`config.mk`:
```
export PLATFORM = sky130hd
export DESIGN_NAME = decode_queue_flat
export DESIGN_NICKNAME = d
export VERILOG_FILES = /design/src/rtl/decode_queue_pkg.sv /design/src/rtl/decode_queue_if.sv /design/src/rtl/decode_lane.sv /design/src/rtl/decode_queue.sv /design/src/flat_wrapper.sv
export SDC_FILE = /design/constraint.sdc
export NUM_CORES = 2
export LEC_CHECK = 0
export BUFFER_PORTS_ARGS = -buffer_cell sky130_fd_sc_hd__buf_2
export CAP_MARGIN = 20
export CORE_MARGIN = 8
export CORE_UTILIZATION = 57
export CTS_BUF_LIST = sky130_fd_sc_hd__clkbuf_8
export DETAILED_ROUTE_END_ITERATION = 10
export PLACE_DENSITY = 0.79
export SKIP_CTS_REPAIR_TIMING = 1
export SLEW_MARGIN = 15
export SYNTH_ARGS = -nofsm -noshare
export SYNTH_HDL_FRONTEND = slang
export SYNTH_SLANG_ARGS = --single-unit
```
`constraint.sdc`:
```
create_clock -name clock -period 9.9 [get_ports clock]
set_input_delay 0.495 -clock clock [delete_from_list [all_inputs] [get_ports clock]]
set_output_delay 0.495 -clock clock [all_outputs]
set_load 0.05 [all_outputs]
```
`src/rtl/decode_queue_pkg.sv`:
```
// decode_queue_pkg: types and constants shared by the decode queue, its
// per-lane decoder, the bus interface and the bench.
//   decoded_packet_t : one decoded instruction as stored in the buffer
//   ld_st_type_e     : memory access class of a packet
//   OPC_*            : RV32 major opcodes recognised by the decoder
package decode_queue_pkg;

  localparam int XLEN     = 32;
  localparam int REG_BITS = 5;
  localparam int INST_W   = 32;

  typedef logic [INST_W-1:0] inst_t;

  typedef enum logic [1:0] {
    LD_ST_NONE  = 2'b00,
    LD_ST_STORE = 2'b01,
    LD_ST_LOAD  = 2'b10
  } ld_st_type_e;

  localparam logic [6:0] OPC_LUI    = 7'b0110111;
  localparam logic [6:0] OPC_AUIPC  = 7'b0010111;
  localparam logic [6:0] OPC_JAL    = 7'b1101111;
  localparam logic [6:0] OPC_JALR   = 7'b1100111;
  localparam logic [6:0] OPC_BRANCH = 7'b1100011;
  localparam logic [6:0] OPC_LOAD   = 7'b0000011;
  localparam logic [6:0] OPC_STORE  = 7'b0100011;
  localparam logic [6:0] OPC_OP_IMM = 7'b0010011;
  localparam logic [6:0] OPC_OP     = 7'b0110011;
  localparam logic [6:0] OPC_SYSTEM = 7'b1110011;

  localparam inst_t INST_WFI = 32'h1050_0073;

  typedef struct packed {
    logic [XLEN-1:0]     pc;
    logic [XLEN-1:0]     npc;
    inst_t               inst;
    logic [REG_BITS-1:0] src1;
    logic [REG_BITS-1:0] src2;
    logic [REG_BITS-1:0] dest;
    logic                is_branch;
    ld_st_type_e         ld_st;
    logic                halt;
    logic                illegal;
  } decoded_packet_t;

endpackage

```
`src/rtl/decode_queue_if.sv`:
```
// decode_queue_if: fetch-side and dispatch-side signals of the decode queue.
//   flush          : squash, empties the queue
//   in_valid/in_pc/in_inst : fetch group, one slot per fetch lane
//   in_ready       : whole fetch group can be accepted this cycle
//   out_valid/out_pkt : oldest packets, thermometer-coded valid
//   dispatch_count : packets consumed this cycle from lane 0 upward
//   count          : current occupancy
// slave = the queue, master = the fetch/dispatch environment.
interface decode_queue_if
  import decode_queue_pkg::*;
#(
  parameter int FETCH_WIDTH    = 2,
  parameter int DISPATCH_WIDTH = 2,
  parameter int DEPTH          = 8
) ();
  localparam int DC_W  = $clog2(DISPATCH_WIDTH + 1);
  localparam int CNT_W = $clog2(DEPTH + 1);

  logic                                  flush;
  logic [FETCH_WIDTH-1:0]                in_valid;
  logic [FETCH_WIDTH-1:0][XLEN-1:0]      in_pc;
  logic [FETCH_WIDTH-1:0][INST_W-1:0]    in_inst;
  logic                                  in_ready;
  logic [DISPATCH_WIDTH-1:0]             out_valid;
  decoded_packet_t [DISPATCH_WIDTH-1:0]  out_pkt;
  logic [DC_W-1:0]                       dispatch_count;
  logic [CNT_W-1:0]                      count;

  modport master (
    output flush, in_valid, in_pc, in_inst, dispatch_count,
    input  in_ready, out_valid, out_pkt, count
  );

  modport slave (
    input  flush, in_valid, in_pc, in_inst, dispatch_count,
    output in_ready, out_valid, out_pkt, count
  );
endinterface

```
`src/rtl/decode_lane.sv`:
```
// decode_lane: combinational RV32IM decoder for one fetch lane.
//   pc, inst : fetched instruction and its address
//   pkt      : decoded packet; operand fields a class does not use are 0
module decode_lane
  import decode_queue_pkg::*;
(
  input  logic [XLEN-1:0] pc,
  input  inst_t           inst,
  output decoded_packet_t pkt
);
  logic [6:0]          opc;
  logic [2:0]          f3;
  logic [6:0]          f7;
  logic [REG_BITS-1:0] rd, rs1, rs2;

  assign opc = inst[6:0];
  assign rd  = inst[11:7];
  assign f3  = inst[14:12];
  assign rs1 = inst[19:15];
  assign rs2 = inst[24:20];
  assign f7  = inst[31:25];

  always_comb begin
    pkt       = '0;
    pkt.pc    = pc;
    pkt.npc   = pc + XLEN'(4);
    pkt.inst  = inst;
    pkt.ld_st = LD_ST_NONE;
    case (opc)
      OPC_LUI, OPC_AUIPC, OPC_JAL: pkt.dest = rd;
      OPC_JALR: begin
        if (f3 == 3'b000) begin
          pkt.dest = rd;
          pkt.src1 = rs1;
        end else pkt.illegal = 1'b1;
      end
      OPC_BRANCH: begin
        if (f3 inside {3'b000, 3'b001, 3'b100, 3'b101, 3'b110, 3'b111}) begin
          pkt.is_branch = 1'b1;
          pkt.src1      = rs1;
          pkt.src2      = rs2;
        end else pkt.illegal = 1'b1;
      end
      OPC_LOAD: begin
        if (f3 inside {3'b000, 3'b001, 3'b010, 3'b100, 3'b101}) begin
          pkt.ld_st = LD_ST_LOAD;
          pkt.dest  = rd;
          pkt.src1  = rs1;
        end else pkt.illegal = 1'b1;
      end
      OPC_STORE: begin
        if (f3 inside {3'b000, 3'b001, 3'b010}) begin
          pkt.ld_st = LD_ST_STORE;
          pkt.src1  = rs1;
          pkt.src2  = rs2;
        end else pkt.illegal = 1'b1;
      end
      OPC_OP_IMM: begin
        // shift-immediates carry a funct7; every other funct3 is a plain imm
        if ((f3 == 3'b001 && f7 != 7'b0000000) ||
            (f3 == 3'b101 && f7 != 7'b0000000 && f7 != 7'b0100000))
          pkt.illegal = 1'b1;
        else begin
          pkt.dest = rd;
          pkt.src1 = rs1;
        end
      end
      OPC_OP: begin
        if (f7 == 7'b0000000 || f7 == 7'b0000001 ||
            (f7 == 7'b0100000 && (f3 == 3'b000 || f3 == 3'b101))) begin
          pkt.dest = rd;
          pkt.src1 = rs1;
          pkt.src2 = rs2;
        end else pkt.illegal = 1'b1;
      end
      OPC_SYSTEM: begin
        if (inst == INST_WFI) pkt.halt = 1'b1;
        else if (!(f3 inside {3'b001, 3'b010, 3'b011})) pkt.illegal = 1'b1;
      end
      default: pkt.illegal = 1'b1;
    endcase
  end
endmodule

```
`src/rtl/decode_queue.sv`:
```
// decode_queue: decodes up to FETCH_WIDTH instructions per cycle into a
// DEPTH-entry circular buffer and presents the DISPATCH_WIDTH oldest packets
// in program order.
//   clock, reset : rising-edge clock, synchronous active-high reset
//   bus (slave)  : fetch group in, dispatch window out, flush, occupancy
module decode_queue
  import decode_queue_pkg::*;
#(
  parameter int FETCH_WIDTH    = 2,
  parameter int DISPATCH_WIDTH = 2,
  parameter int DEPTH          = 8
) (
  input  logic           clock,
  input  logic           reset,
  decode_queue_if.slave  bus
);
  localparam int PTR_W = $clog2(DEPTH);
  localparam int CNT_W = $clog2(DEPTH + 1);
  localparam logic [CNT_W-1:0] DEPTH_C = CNT_W'(DEPTH);
  localparam logic [CNT_W-1:0] FW_C    = CNT_W'(FETCH_WIDTH);

  logic [FETCH_WIDTH-1:0][XLEN-1:0]   lane_pc;
  logic [FETCH_WIDTH-1:0][INST_W-1:0] lane_inst;
  decoded_packet_t [FETCH_WIDTH-1:0]  dec_pkt;

  assign lane_pc   = bus.in_pc;
  assign lane_inst = bus.in_inst;

  decode_lane u_lane [FETCH_WIDTH-1:0] (
    .pc   (lane_pc),
    .inst (lane_inst),
    .pkt  (dec_pkt)
  );

  decoded_packet_t  mem [DEPTH];
  logic [PTR_W-1:0] head, tail;
  logic [CNT_W-1:0] cnt;
  logic             halt_seen;

  logic                   ready, enq_fire, halt_in, blocked;
  logic [FETCH_WIDTH-1:0] keep;
  logic [PTR_W-1:0]       wr_ptr [FETCH_WIDTH];
  logic [CNT_W-1:0]       keep_n, enq_n, deq_n, dc_ext;

  // free space is judged on registered occupancy only, so a same-cycle
  // dequeue never creates room for this cycle's fetch group
  assign ready    = ((DEPTH_C - cnt) >= FW_C) && !halt_seen;
  assign enq_fire = ready && !bus.flush;
  assign bus.in_ready = ready;
  assign bus.count    = cnt;

  // compaction: each kept lane lands at tail + (kept lanes below it); a halt
  // lane is kept but fences off every higher lane of the group
  always_comb begin
    keep    = '0;
    keep_n  = '0;
    halt_in = 1'b0;
    blocked = 1'b0;
    for (int i = 0; i < FETCH_WIDTH; i++) begin
      wr_ptr[i] = tail + PTR_W'(keep_n);
      if (bus.in_valid[i] && !blocked) begin
        keep[i] = 1'b1;
        keep_n  = keep_n + CNT_W'(1);
        if (dec_pkt[i].halt) begin
          blocked = 1'b1;
          halt_in = 1'b1;
        end
      end
    end
  end

  assign enq_n  = enq_fire ? keep_n : '0;
  assign dc_ext = CNT_W'(bus.dispatch_count);
  // over-dispatch is a protocol error; clamp so state stays consistent
  assign deq_n  = (dc_ext > cnt) ? cnt : dc_ext;

  always_ff @(posedge clock) begin
    if (reset || bus.flush) begin
      head      <= '0;
      tail      <= '0;
      cnt       <= '0;
      halt_seen <= 1'b0;
    end else begin
      head <= head + PTR_W'(deq_n);
      tail <= tail + PTR_W'(enq_n);
      cnt  <= cnt + enq_n - deq_n;
      if (enq_fire && halt_in) halt_seen <= 1'b1;
    end
  end

  // payload storage needs no reset: entries are only observed while counted
  always_ff @(posedge clock) begin
    if (!reset && enq_fire) begin
      for (int i = 0; i < FETCH_WIDTH; i++)
        if (keep[i]) mem[wr_ptr[i]] <= dec_pkt[i];
    end
  end

  always_comb begin
    for (int k = 0; k < DISPATCH_WIDTH; k++) begin
      bus.out_valid[k] = cnt > CNT_W'(k);
      bus.out_pkt[k]   = mem[head + PTR_W'(k)];
    end
  end

  a_dispatch_le_count : assert property (
    @(posedge clock) disable iff (reset || bus.flush) dc_ext <= cnt);

endmodule

```
`src/flat_wrapper.sv`:
```
// flat-port wrapper written by rule: the top's interface ports become plain ports
module decode_queue_flat import decode_queue_pkg::*;
#(
  parameter int FETCH_WIDTH    = 2,
  parameter int DISPATCH_WIDTH = 2,
  parameter int DEPTH          = 8
)
  (clock, reset, bus_flush, bus_in_valid, bus_in_pc, bus_in_inst, bus_dispatch_count, bus_in_ready, bus_out_valid, bus_out_pkt, bus_count);
  decode_queue_if #(.FETCH_WIDTH(FETCH_WIDTH), .DISPATCH_WIDTH(DISPATCH_WIDTH), .DEPTH(DEPTH)) bus_i ();
  input  logic clock;
  input  logic reset;
  input wire logic [$bits(bus_i.flush)-1:0] bus_flush;
  input wire logic [$bits(bus_i.in_valid)-1:0] bus_in_valid;
  input wire logic [$bits(bus_i.in_pc)-1:0] bus_in_pc;
  input wire logic [$bits(bus_i.in_inst)-1:0] bus_in_inst;
  input wire logic [$bits(bus_i.dispatch_count)-1:0] bus_dispatch_count;
  output wire logic [$bits(bus_i.in_ready)-1:0] bus_in_ready;
  output wire logic [$bits(bus_i.out_valid)-1:0] bus_out_valid;
  output wire logic [$bits(bus_i.out_pkt)-1:0] bus_out_pkt;
  output wire logic [$bits(bus_i.count)-1:0] bus_count;
  assign bus_i.flush = bus_flush;
  assign bus_i.in_valid = bus_in_valid;
  assign bus_i.in_pc = bus_in_pc;
  assign bus_i.in_inst = bus_in_inst;
  assign bus_i.dispatch_count = bus_dispatch_count;
  assign bus_in_ready = bus_i.in_ready;
  assign bus_out_valid = bus_i.out_valid;
  assign bus_out_pkt = bus_i.out_pkt;
  assign bus_count = bus_i.count;
  decode_queue #(.FETCH_WIDTH(FETCH_WIDTH), .DISPATCH_WIDTH(DISPATCH_WIDTH), .DEPTH(DEPTH)) u_core (.clock(clock), .reset(reset), .bus(bus_i));
endmodule
```
# After elaboration in Yosys (flattened, before gate mapping)
# Memory sizes are Yosys's and may differ from the RTL's. A register that Yosys moved wholly into a read port is not among the register bits.
# Index checks and enable logic that the tools add are counted.
# word_totals
reg_bits,11
ram_bits,928
in_bits,135
out_inout_bits,239
wordCells,176
mem_count,1
# op_classes
add_sub_neg,10
order_cmp,4
n_eq_ne,42
muxes,73
reduce_logical,42
# memory_table
memory,depth,width,read_ports,rd_ports_with_merged_regs,write_ports,line_no,source
u_core.mem,8,116,2,1,2,decode_queue.sv:35,decoded_packet_t mem [DEPTH];
# ops
cell,n
"32-bit by 3-bit adder with 32-bit output, second input constant",2
"32-bit by 29-bit == test with 1-bit output, second input constant",2
5-bit two-way mux,12
5-bit one-hot mux with 6 select lines,2
"7-bit by 6-bit == test with 1-bit output, second input constant",8
"7-bit == test, second input constant",8
5-bit one-hot mux with 5 select lines,2
10-bit two-way mux,4
1-bit two-way mux,39
15-bit two-way mux,2
5-bit one-hot mux with 3 select lines,2
"7-bit by 5-bit == test with 1-bit output, second input constant",4
"3-bit == test, second input constant",8
1-bit one-hot mux with 8 select lines,2
"7-bit by 1-bit == test with 1-bit output, second input constant",2
"7-bit by 2-bit == test with 1-bit output, second input constant",2
7-bit zero test,2
"7-bit by 6-bit inequality test with 1-bit output, second input constant",2
7-bit nonzero test,2
1-bit logical AND,13
"3-bit by 2-bit == test with 1-bit output, second input constant",4
4-bit two-way mux,3
3-bit nonzero test,4
6-bit nonzero test,2
19 further kinds,38

# Depth between registers and ports, before layout
# depth
depth_word,11
depth_mapped,15

# By module
# A second synthesis with hierarchy kept.
# unflattened
hier_cells,3414
hier_area_um2,57049.7
# modules_own_cells
mod,instances,cells_per_inst,area_per_inst_um2,seq_area_each_um2
decode_queue,1,2908,53643.9,28086.9
decode_lane,2,253,1702.9,0.0

# Worst setup path after synthesis
# OpenSTA, ideal clock, no wires.
# synth_path
kind,reg-to-reg
start,"register u_core.cnt[0], in the netlist u_core.bus.count[0]"
end,memory u_core.mem[0][0] (netlist bit) (enable)
arrival_ns,10.240
path_slack_ns,-1.095
path_stages_with_launch,7
cell_sequence,dfxtp_1 > inv_1 > ha_1 > xnor2_1 > o41a_1 > nand3b_1 > o31ai_1
# synth_lines
element,line_no,source
"start, declared",decode_queue.sv:37,logic [CNT_W-1:0] cnt;
"start signal, assigned",decode_queue.sv:86,cnt <= cnt + enq_n - deq_n;
"end, declared",decode_queue.sv:35,

==> reports/results.txt <==
Crit path required time: 9.41 ns
most common cell in the netlist: nand2_1
worst hold-check path type: in -> reg
htree depth: 4
routed length per instance: 28.59 um
Vias/cell: 6.821
total CTS buffers: 157
Worst Skew: 0.03463 ns
register-to-register setup slack: 5.31 ns
worst endpoint data arrival time: 4.84 ns
Slew @ Worst Pin: 1.191 ns
worst hold path endpoint: u_core.head[2]
layout cells sized above 1: 27.46%
initial antenna violation count: 23
WL final: 178.5 mm
R2R Path Start: u_core.bus.count[0]
Setup WS post-layout: 4.569 ns
Mapped Cells: 4,744
Register Area: 27,620 um2
post-synthesis sequential area ratio: 50.42%
placer congestion estimate: 0.8908
f_max: 0.1876 GHz
Worst Path Max Fanout: 142
Die Y: 325.9 um
area post-placement: 56,940 um2
synthesized flop and latch total: 923
Die ar.: 106,200 um2
Die W: 325.9 um
r2r endpoint: u_core.mem[1][90]
first-pass GRT wire length: 262.3 mm
Final ANT Viol Nets: 0
Syn-to-layout area delta: 9.236%
RSZ-0062 raised after global routing: false
initial DRC count: 6,298
drt drc: 0
CTS max path bufs: 3
Max-slew headroom: 20.60%
Static Leak: 0.02179 uW
area of the multi-input gates: 25,170 um2
fin crit share: 53.85%
Worst Reg2Reg Path Length in Cells: 7
TritonCTS clock tree: built
Detailed Routing Iterations Pass 1: 6
Final Max Slew Viols: 0
Post-Syn Nets: 4,902
Finished Cell Area: 59,810 um2
Power Density: 219.3 nW/um2
Clock Pin Slew Worst Setup and Hold Paths: 0.07 ns
Final Critical Period: 5.331 ns
ys async rst share: 0%
WHS Path Cells: 3
insertion delay to the later sink of the worst-skew pair: 0.85 ns
nets@finish: 5,023
gr usage total: 32.55%
Boundary Pins: 374
number of global-route vias before repair: 41.97k
Final Util: 62.86%
number of flops mapped to enable cells by yosys: 912
gr ovfl total: 0
top cell type's share of synthesized area: 50.01%
Fillers: 7,051
Setup violations, final: 0
Core Area: 95,150 um2
Top FF cell, synth: edfxtp_1
Ys Warns: 0
largest net degree at the start of global routing: 143
Port Buf Inserts: 373
row cnt: 113
total via count in the routed design: 42.60k
clock net sink count: 923
Crit Path Category: reg -> out
Worst Setup Start Kind: register
post-synthesis cell type count: 70
Synth area leader: edfxtp_1
Fin. Hold Viols: 0
Syn Area/Cell: 11.54 um2
Critical Path Sink Type: primary output
HP Start: reset
mapped cell area: 54,760 um2
Synth area leaders: edfxtp_1 (50%), mux4_2 (19%), nand2_1 (10%), mux2_2 (4.7%), a21oi_1 (2.1%)
Place WS: 4.964 ns
maxcap violations: 0
Root Driver: clkbuf_8
maximum vdd drop: 0.0001942 V
Initial Utilization: 57.55%
most common library cells after synthesis: nand2_1 (1,506), edfxtp_1 (912), mux4_2 (456)
status: complete, no violations
Final HPWL DP: 103.6 mm
area by class of cell:
cell class	count	share of cell area (%)
clock buffer	161	3.705
inverter	30	0.1883
timing repair buffer	446	4.171
multi-input combinational	3307	42.08
clock inverter	96	0.9664
sequential	923	46.17
antenna	17	0.07112
tap	1265	2.646
cells in the final DEF (no fill, tap or decap), types with 31 or more instances in the layout:
master,instances
inv_1,74
mux2_2,228
o21ai_0,159
nand3_1,113
xnor2_1,37
mux4_2,456
xor2_1,31
mux2i_1,64
clkbuf_8,161
nand2_1,1505
edfxtp_1,912
buf_4,66
buf_2,374
nor2_1,265
a21oi_1,229
cell families after synthesis:
group / share of synthesized area (%)
XOR/XNOR: 1.104
buffers and inverters: 3.951
multiplexers: 24.64
AO/OA/AOI/OAI: 4.273
adder cells (fa/ha/maj): 0.5530
flip-flops: 50.42
AND/OR/NAND/NOR: 15.06
worst max path at each step:
stage | from | endpoint | slack [ns] | cells after the start
finish | u_core.head[0] | bus_out_pkt[63] | 4.57 | 5
detailed placement | bus_in_inst[26] | u_core.mem[1][49] | 4.96 | 7
floorplan | u_core.bus.count[0] | u_core.mem[6][0] | -0.75 | 6
CTS | u_core.head[0] | bus_out_pkt[172] | 4.46 | 5
global placement | bus_in_inst[26] | u_core.mem[1][49] | 5.06 | 7
global route | u_core.head[0] | bus_out_pkt[63] | 4.29 | 5
through the flow:
stage               instances  hold slack (ns)  power (uW)  TNS (ns)
finish                   6245          0.02966       13120         0
global route             6238          0.01541       13500         0
CTS                      6226         -0.03165       13120         0
detailed placement       5969           0.4920        9917         0
global placement         5967           0.4917        9840         0
floorplan                4744           0.4655        8675   -511.34
worst max-delay path, stage by stage (launching register included):
cell,delay (ns)
dfxtp_4,0.98
buf_4,0.95
buf_12,0.79
mux4_2,0.60
mux2_2,0.35
buf_2,0.24
where the power goes:
part,switching (uW),internal (uW)
combinational,3430,1850
clock,1610,1650
sequential,107,4470
flip-flops by register name, indices dropped and copies added (netlist names):
signal            flops
u_core.bus.count      4
u_core.head           3
u_core.mem          912
u_core.halt_seen      1
u_core.tail           3
per-layer routing:
metal | global-route usage (%) | wire, um
met3 | 8.615 | 25150
met4 | 18.33 | 10580
met5 | 0 | 92
met1 | 39.82 | 57600
met2 | 52.56 | 85100
No activity file was read; power rests on OpenSTA's default activity.
